[config.mk]
export PLATFORM = sky130hd
export DESIGN_NAME = dff_rr_arbiter
export DESIGN_NICKNAME = d
export VERILOG_FILES = /design/src/rtl/dff_arb_pkg.sv /design/src/rtl/dff_rr_arbiter_rr_picker.sv /design/src/rtl/dff_rr_arbiter.sv
export SDC_FILE = /design/constraint.sdc
export NUM_CORES = 1
export LEC_CHECK = 0
export CAP_MARGIN = 15
export CORE_ASPECT_RATIO = 0.6
export CORE_UTILIZATION = 25
export DETAILED_ROUTE_END_ITERATION = 10
export HOLD_SLACK_MARGIN = 0.05
export SKIP_CTS_REPAIR_TIMING = 1
export SYNTH_ARGS = -nofsm -noshare
export SYNTH_HDL_FRONTEND = slang
export SYNTH_SLANG_ARGS = --single-unit
export TNS_END_PERCENT = 30
[constraint.sdc]
create_clock -name clk -period 1.64 [get_ports clk]
set_input_delay 0.328 -clock clk [delete_from_list [all_inputs] [get_ports clk]]
set_output_delay 0.328 -clock clk [all_outputs]
set_load 0.01 [all_outputs]
[src/rtl/dff_arb_pkg.sv]
// ---------------------------------------------------------------------------
// dff_arb_pkg
// Shared definitions for the round-robin arbitrated shared register:
//   - arb_state_e : controller states (IDLE / GRANT / HOLDING)
//   - DEF_*       : default parameter values for the arbiter
// No ports (package).
// ---------------------------------------------------------------------------
package dff_arb_pkg;

    localparam int DEF_NREQ  = 4;
    localparam int DEF_WIDTH = 8;
    localparam int DEF_HOLD  = 2;

    typedef enum logic [1:0] {
        IDLE    = 2'd0,
        GRANT   = 2'd1,
        HOLDING = 2'd2
    } arb_state_e;

endpackage

[src/rtl/dff_rr_arbiter_rr_picker.sv]
// ---------------------------------------------------------------------------
// rr_picker
// Combinational round-robin search: returns the first asserted request
// found when scanning upward from rr_ptr_i, wrapping NREQ-1 -> 0.
// Ports:
//   req_i     [NREQ]        request vector
//   rr_ptr_i  [clog2(NREQ)] index where the search starts
//   winner_o  [clog2(NREQ)] selected requester (0 when nothing requests)
//   any_o     [1]           at least one request is asserted
// ---------------------------------------------------------------------------
module rr_picker #(
    parameter int NREQ = 4
) (
    input  logic [NREQ-1:0]         req_i,
    input  logic [$clog2(NREQ)-1:0] rr_ptr_i,
    output logic [$clog2(NREQ)-1:0] winner_o,
    output logic                    any_o
);

    localparam int IW = $clog2(NREQ);

    // One spare bit so ptr + offset can exceed NREQ-1 before wrapping.
    logic [IW:0] idx;

    always_comb begin
        winner_o = '0;
        idx      = '0;
        any_o    = |req_i;
        // Scan offsets from farthest to nearest so the nearest match wins.
        for (int k = NREQ - 1; k >= 0; k--) begin
            idx = {1'b0, rr_ptr_i} + (IW + 1)'(k);
            if (idx >= (IW + 1)'(NREQ)) begin
                idx = idx - (IW + 1)'(NREQ);
            end
            if (req_i[idx[IW-1:0]]) begin
                winner_o = idx[IW-1:0];
            end
        end
    end

endmodule

[src/rtl/dff_rr_arbiter.sv]
// ---------------------------------------------------------------------------
// dff_rr_arbiter
// Round-robin arbitrated shared data register. One requester at a time is
// granted for a single cycle; its data slice is then latched into q and
// presented with q_valid for HOLD cycles, followed by at least one IDLE
// cycle before the next grant.
// Ports:
//   clk      [1]            clock, all state on rising edge
//   rst_n    [1]            synchronous active-low reset
//   req      [NREQ]         per-requester request (held until own gnt)
//   wdata    [NREQ*WIDTH]   requester i data in [i*WIDTH +: WIDTH]
//   gnt      [NREQ]         registered one-hot grant, one cycle per transaction
//   busy     [1]            high in GRANT and HOLDING
//   q        [WIDTH]        shared register contents
//   q_valid  [1]            q holds a fresh transaction result
//   q_owner  [clog2(NREQ)]  requester whose data is (or will be) in q
// ---------------------------------------------------------------------------
module dff_rr_arbiter
    import dff_arb_pkg::*;
#(
    parameter int NREQ  = DEF_NREQ,
    parameter int WIDTH = DEF_WIDTH,
    parameter int HOLD  = DEF_HOLD
) (
    input  logic                    clk,
    input  logic                    rst_n,
    input  logic [NREQ-1:0]         req,
    input  logic [NREQ*WIDTH-1:0]   wdata,
    output logic [NREQ-1:0]         gnt,
    output logic                    busy,
    output logic [WIDTH-1:0]        q,
    output logic                    q_valid,
    output logic [$clog2(NREQ)-1:0] q_owner
);

    localparam int IW = $clog2(NREQ);
    // Counter only ever holds HOLD-1 down to 0.
    localparam int CW = (HOLD > 1) ? $clog2(HOLD) : 1;

    arb_state_e       state_q, state_d;
    logic [IW-1:0]    rr_ptr_q, rr_ptr_d;
    logic [IW-1:0]    owner_q, owner_d;
    logic [NREQ-1:0]  gnt_q, gnt_d;
    logic [WIDTH-1:0] q_q, q_d;
    logic             q_valid_q, q_valid_d;
    logic [CW-1:0]    cnt_q, cnt_d;

    logic [IW-1:0]    winner;
    logic             any_req;
    logic [NREQ-1:0]  winner_onehot;
    logic [WIDTH-1:0] wslice [NREQ];

    rr_picker #(
        .NREQ(NREQ)
    ) u_picker (
        .req_i    (req),
        .rr_ptr_i (rr_ptr_q),
        .winner_o (winner),
        .any_o    (any_req)
    );

    for (genvar gi = 0; gi < NREQ; gi++) begin : g_lane
        assign winner_onehot[gi] = (winner == IW'(gi));
        assign wslice[gi]        = wdata[gi*WIDTH +: WIDTH];
    end

    always_comb begin
        state_d   = state_q;
        rr_ptr_d  = rr_ptr_q;
        owner_d   = owner_q;
        gnt_d     = '0;
        q_d       = q_q;
        q_valid_d = q_valid_q;
        cnt_d     = cnt_q;
        case (state_q)
            IDLE: begin
                if (any_req) begin
                    state_d  = GRANT;
                    gnt_d    = winner_onehot;
                    owner_d  = winner;
                    rr_ptr_d = (winner == IW'(NREQ - 1)) ? '0 : winner + 1'b1;
                end
            end
            GRANT: begin
                // Capture regardless of whether the owner still requests.
                q_d       = wslice[owner_q];
                q_valid_d = 1'b1;
                cnt_d     = CW'(HOLD - 1);
                state_d   = HOLDING;
            end
            HOLDING: begin
                if (cnt_q == '0) begin
                    state_d   = IDLE;
                    q_valid_d = 1'b0;
                end else begin
                    cnt_d = cnt_q - 1'b1;
                end
            end
            default: begin
                state_d   = IDLE;
                q_valid_d = 1'b0;
            end
        endcase
    end

    always_ff @(posedge clk) begin
        if (!rst_n) begin
            state_q   <= IDLE;
            rr_ptr_q  <= '0;
            owner_q   <= '0;
            gnt_q     <= '0;
            q_q       <= '0;
            q_valid_q <= 1'b0;
            cnt_q     <= '0;
        end else begin
            state_q   <= state_d;
            rr_ptr_q  <= rr_ptr_d;
            owner_q   <= owner_d;
            gnt_q     <= gnt_d;
            q_q       <= q_d;
            q_valid_q <= q_valid_d;
            cnt_q     <= cnt_d;
        end
    end

    assign gnt     = gnt_q;
    assign busy    = (state_q != IDLE);
    assign q       = q_q;
    assign q_valid = q_valid_q;
    assign q_owner = owner_q;

endmodule

==> results of run 1 <==
cells by family (layout without fill, tap and decap cells):
group | Yosys count | in the layout | synth area share (%)
and+or+nand+nor | 46 | 46 | 23.9
DFF | 20 | 20 | 37.8
AOI/OAI and AO/OA | 15 | 15 | 9.46
buffers and inverters | 11 | 78 | 4.02
muxes | 10 | 10 | 18.9
adders and majority gates | 5 | 5 | 5.91
stage by stage:
step           TNS (ns)  power [mW]
6_report              0        1.54
5_1_grt               0        1.64
4_1_cts          -0.357        1.56
3_5_place_dp      -2.18        1.19
3_3_place_gp      -1.68        1.17
2_1_floorplan         0       0.884
Yosys cell counts:
master,n
nand2_1,24
dfxtp_1,20
mux4_2,8
nand3b_1,8
a21oi_1,6
ha_1,5
inv_1,5
clkbuf_1,4
nor2_1,3
and3_1,2
mux2i_1,2
o211a_1,2
o22ai_1,2
a22oi_1,1
and2_1,1
buf_2,1
inv_2,1
nand2b_1,1
nor2_2,1
nor2b_1,1
nor3_2,1
nor3b_1,1
nor3b_2,1
nor4_2,1
o21a_1,1
o21ai_0,1
o21ai_1,1
o22ai_2,1
or3_4,1
metal layers:
layer	vias to the layer above	part of all wire, %	global-route usage (%)
li1	510	-	-
met1	472	46	17.3
met2	41	47	24.2
met3	2	6.6	4.41
met4	0	0.49	2.50
met5	-	0	0
final cells by class:
class,instances,area [um^2],share of cell area (%)
repair buffers,68,656,36.0
multi-input cells,76,616,33.8
flip-flops and latches,20,402,22.0
well taps,57,71.3,3.91
clock buffers,4,55.1,3.02
inverters,6,22.5,1.24
power by group:
part / switching (mW) / total (mW) / internal (mW)
registers: 0.0476 / 0.598 / 0.550
logic: 0.231 / 0.582 / 0.351
clock network: 0.150 / 0.363 / 0.213
total: 0.428 / 1.54 / 1.11
worst max-delay path: stages, from the launching register on:
cell,delay (ns)
dfxtp_1,0.41
mux2i_1,0.20
nor2_1,0.06
or3_4,0.38
inv_2,0.07
ha_1,0.22
nand2_1,0.06
o211a_1,0.14
registers in the layout (all words and copies together) (netlist names):
name	count
q_valid	1
cnt_q	1
q_owner	2
state_q	2
gnt	4
rr_ptr_q	2
q	8
worst max-delay path by stage:
stage / start / end / slack [ns] / depth (start not counted)
6_report: rr_ptr_q[1] / rr_ptr_q[1] / 0.06 / 7
5_1_grt: rr_ptr_q[1] / rr_ptr_q[1] / 0.01 / 7
4_1_cts: state_q[1] / busy / -0.25 / 4
3_5_place_dp: req[0] / rr_ptr_q[1] / -0.32 / 8
3_3_place_gp: req[0] / rr_ptr_q[1] / -0.26 / 8
2_1_floorplan: rr_ptr_q[1] / rr_ptr_q[1] / 0.09 / 7
==> reports/qor.txt, run 1 <==
Worst VDD drop = 514 uV
CTS sink cnt = 20
fmax = 632 MHz
Post-Syn Nets = 150
first-pass GRT wire length = 4820 um
worst endpoint required time = 1.84 ns
worst hold path type = register to register
Routed WL per cell = 12.4 um
pre-CTS WS = -0.321 ns
clock root buffer = clkbuf_8
design area = 0.00182 mm^2
max-slew violations = 0
worst endpoint data arrival time = 1.78 ns
post-synth cell types = 29
min Tclk post-route = 1.58 ns
Pre-antenna DRT Iters = 4
Rel. slew slack = 77.2%
gate count after technology mapping = 107
chip width = 86.0 um
hold slack = 0.475 ns
largest net degree at the start of global routing = 12
Detailed Route WL = 2870 um
share of post-route cells with drive strength above 1 = 20.1%
Yosys top cell area share = 37.8%
P per Cell Area = 847 mW/mm^2
CTS tree = done
Hold Vio Cnt, Final = 0
NumNets Final = 218
YS warnings = 0
H-tree levels = 1
area delta synth->final = 72.1%
FF-to-FF End = rr_ptr_q[1]
initial antenna violation count = 0
Startpoint Class = register
Non-Filler Instances = 231
sequential area share after synthesis = 37.8%
dpl cells = 227
reg2reg path depth = 7
worst-margin pin slew = 0.342 ns
IO Port Bufs = 53
min setup slack post-route = 0.0586 ns
Max-Cap Viols = 0
most frequent cells in the layout = clkdlybuf4s50_1 (48), nand2_1 (24), dfxtp_1 (19)
Worst Path Max Fanout = 4
detailed placement HPWL = 2370 um
DRT antenna net count = 0
io pins = 54
# fillers = 347
Die Y = 52.4 um
antenna cells = 0
commonest non-fill, non-tap cell in the layout = clkdlybuf4s50_1
final setup violation count = 0
grt ovf = 0
status = completed
total die area = 0.00451 mm^2
crit path kind = register to register
Num CTS Buffers = 3
Yosys reg bits = 20
largest cells by area after synthesis = dfxtp_1 (38%), mux4_2 (17%), nand2_1 (8.5%)
period utilization = 96.4%
# DRC = 0
Post-Syn Area = 0.00106 mm^2
RSZ-0062 raised after global routing = no
vias in the first global route = 1,069
Worst R2R Setup Slack = 0.06 ns
Starting Density = 27.5%
fin util = 47.3%
RePlAce Congestion = 0.872
Vias/cell = 4.44
mean post-synth cell area = 9.89 um^2
leading area contributor after synthesis = dfxtp_1
Post-Route Skew = 0.00101 ns
hold endpoint = q[0]
Core ar. = 0.00385 mm^2
leakage power = 0.790 nW
cell depth of the worst hold path = 2
Via Count = 1,025
hold_sp = q[0]
Initial DRC Count = 33
CTS Buffer Depth = 2
dpl cell area = 0.00175 mm^2
GRT Overall Usage = 14.0%
Worst-Skew Late Latency = 0.25 ns
reg2reg start = rr_ptr_q[1]
clk slew on worst S/H paths = 0.07 ns
crit end category = register
row count = 17
No activity file was read; power rests on OpenSTA's default activity.
==> inputs of run 2 (changes only) <==
==> constraint.sdc (replaced) <==
create_clock -name clk -period 1.8 [get_ports clk]
set_input_delay 0.36 -clock clk [delete_from_list [all_inputs] [get_ports clk]]
set_output_delay 0.36 -clock clk [all_outputs]
set_load 0.01 [all_outputs]
==> reports/qor.txt, run 2 (same netlist as run 1, synthesis figures left out) <==
status = completed
NumNets Final = 216 (-0.92%)
H-tree levels = 1 (unchanged)
share of post-route cells with drive strength above 1 = 18.6% (-1.5 points)
worst hold path type = register to register
max reg flops = 8 (unchanged)
chip width = 86.0 um (unchanged)
Num CTS Buffers = 3 (unchanged)
worst-margin pin slew = 0.346 ns (+0.00423 ns)
Routed WL per cell = 12.4 um (+0.31%)
period utilization = 93.9% (-2.6 points)
row count = 17 (unchanged)
GRT Overall Usage = 13.6% (-0.31 points)
FF-to-FF End = rr_ptr_q[1]
DRT antenna net count = 0 (unchanged)
design area = 0.00180 mm^2 (-1.2%)
Worst R2R Setup Slack = 0.11 ns (+0.05 ns)
most frequent cells in the layout = clkdlybuf4s50_1 (50), nand2_1 (24), dfxtp_1 (20)
first-pass GRT wire length = 4660 um (-3.3%)
final setup violation count = 0 (unchanged)
Vias/cell = 4.45 (+0.18%)
Detailed Route WL = 2850 um (-0.56%)
crit path kind = register to register
multi-input logic area = 616 um^2 (unchanged)
reg2reg path depth = 7 (unchanged)
antenna cells = 0 (unchanged)
Initial DRC Count = 29 (-12%)
Pre-antenna DRT Iters = 4 (unchanged)
detailed placement HPWL = 2320 um (-2.0%)
overall power = 1.40 mW (-9.3%)
fmax = 592 MHz (-6.4%)
dpl cell area = 0.00174 mm^2 (-0.86%)
IO Port Bufs = 53 (unchanged)
Critical Path Sink = rr_ptr_q[1]
max-slew violations = 0 (unchanged)
clock root buffer = clkbuf_8
crit end category = register
min Tclk post-route = 1.69 ns (+0.108 ns)
Worst-Skew Late Latency = 0.26 ns (about the same)
Startpoint Class = register
io pins = 54 (unchanged)
initial antenna violation count = 0 (unchanged)
RePlAce Congestion = 0.798 (-8.5%)
Rel. slew slack = 76.9% (-0.28 points)
# DRC = 0 (unchanged)
P per Cell Area = 777 mW/mm^2 (-8.2%)
clk slew on worst S/H paths = 0.07 ns (about the same)
Core ar. = 0.00385 mm^2 (unchanged)
Via Count = 1,018 (-0.68%)
Worst VDD drop = 354 uV (-31%)
RSZ-0062 raised after global routing = no
Max-Cap Viols = 0 (unchanged)
vias in the first global route = 1,048 (-2.0%)
grt ovf = 0 (unchanged)
largest net degree at the start of global routing = 12 (unchanged)
Critical path origin = rr_ptr_q[1]
Starting Density = 27.5% (unchanged)
total die area = 0.00451 mm^2 (unchanged)
Hold Vio Cnt, Final = 0 (unchanged)
# fillers = 370 (+6.6%)
reg2reg start = rr_ptr_q[1]
Post-Route Skew = 0.00315 ns (+0.00214 ns)
CTS tree = done
commonest non-fill, non-tap cell in the layout = clkdlybuf4s50_1
CTS Buffer Depth = 2 (unchanged)
Seq. cell area = 400 um^2 (-0.31%)
leakage power = 0.761 nW (-3.7%)
Worst Path Max Fanout = 6 (+2)
area delta synth->final = 70.1%
worst endpoint required time = 2.00 ns (+0.16 ns)
Die Y = 52.4 um (unchanged)
worst endpoint data arrival time = 1.89 ns (+0.11 ns)
CTS sink cnt = 20 (unchanged)
[run 2: metal layers]
metal | track usage [%] | wire length, um
met5 | 0 | 0
met4 | 1.67 | 8
met3 | 4.57 | 195
met2 | 24.9 | 1330
met1 | 16.2 | 1320
[run 2: through the flow]
stage	cells	TNS [ns]	utilization, %	setup slack, ns	hold WS (ns)
2_1_floorplan	107	0	-	0.252	0.445
3_3_place_gp	225	-0.402	45.1	-0.128	0.457
3_5_place_dp	225	-1.08	45.1	-0.237	0.466
4_1_cts	229	-0.148	46.6	-0.148	0.478
5_1_grt	229	0	46.8	0.0407	0.497
6_report	229	0	46.8	0.110	0.470
[run 2: final cells by class]
class	count	area share, %
Multi-Input combinational cell	76	34.2
Clock buffer	4	3.06
Timing Repair Buffer	66	35.3
Tap cell	57	3.96
Inverter	6	1.25
Sequential cell	20	22.2
[run 2: worst min path at each step]
stage | start | cells past startpoint | slack [ns] | end
5_1_grt | q[0] | 2 | 0.50 | q[0]
3_5_place_dp | q[0] | 2 | 0.47 | q[0]
4_1_cts | q[0] | 2 | 0.48 | q[0]
2_1_floorplan | state_q[1] | 2 | 0.45 | state_q[1]
6_report | q[3] | 2 | 0.47 | q[3]
3_3_place_gp | state_q[1] | 2 | 0.46 | state_q[1]
[run 2: critical path: stages (launching register included)]
cell	delay, ns
dfxtp_1	0.46
mux2i_1	0.25
nor2_1	0.05
or3_4	0.38
inv_2	0.07
ha_1	0.23
nand2_1	0.06
o211a_1	0.14
[run 2: power breakdown]
| part | total, mW | internal (mW) | switching, mW |
|---|---|---|---|
| sequential | 0.543 | 0.501 | 0.0424 |
| combinational | 0.516 | 0.311 | 0.206 |
| clock | 0.340 | 0.195 | 0.145 |
| total | 1.40 | 1.01 | 0.394 |
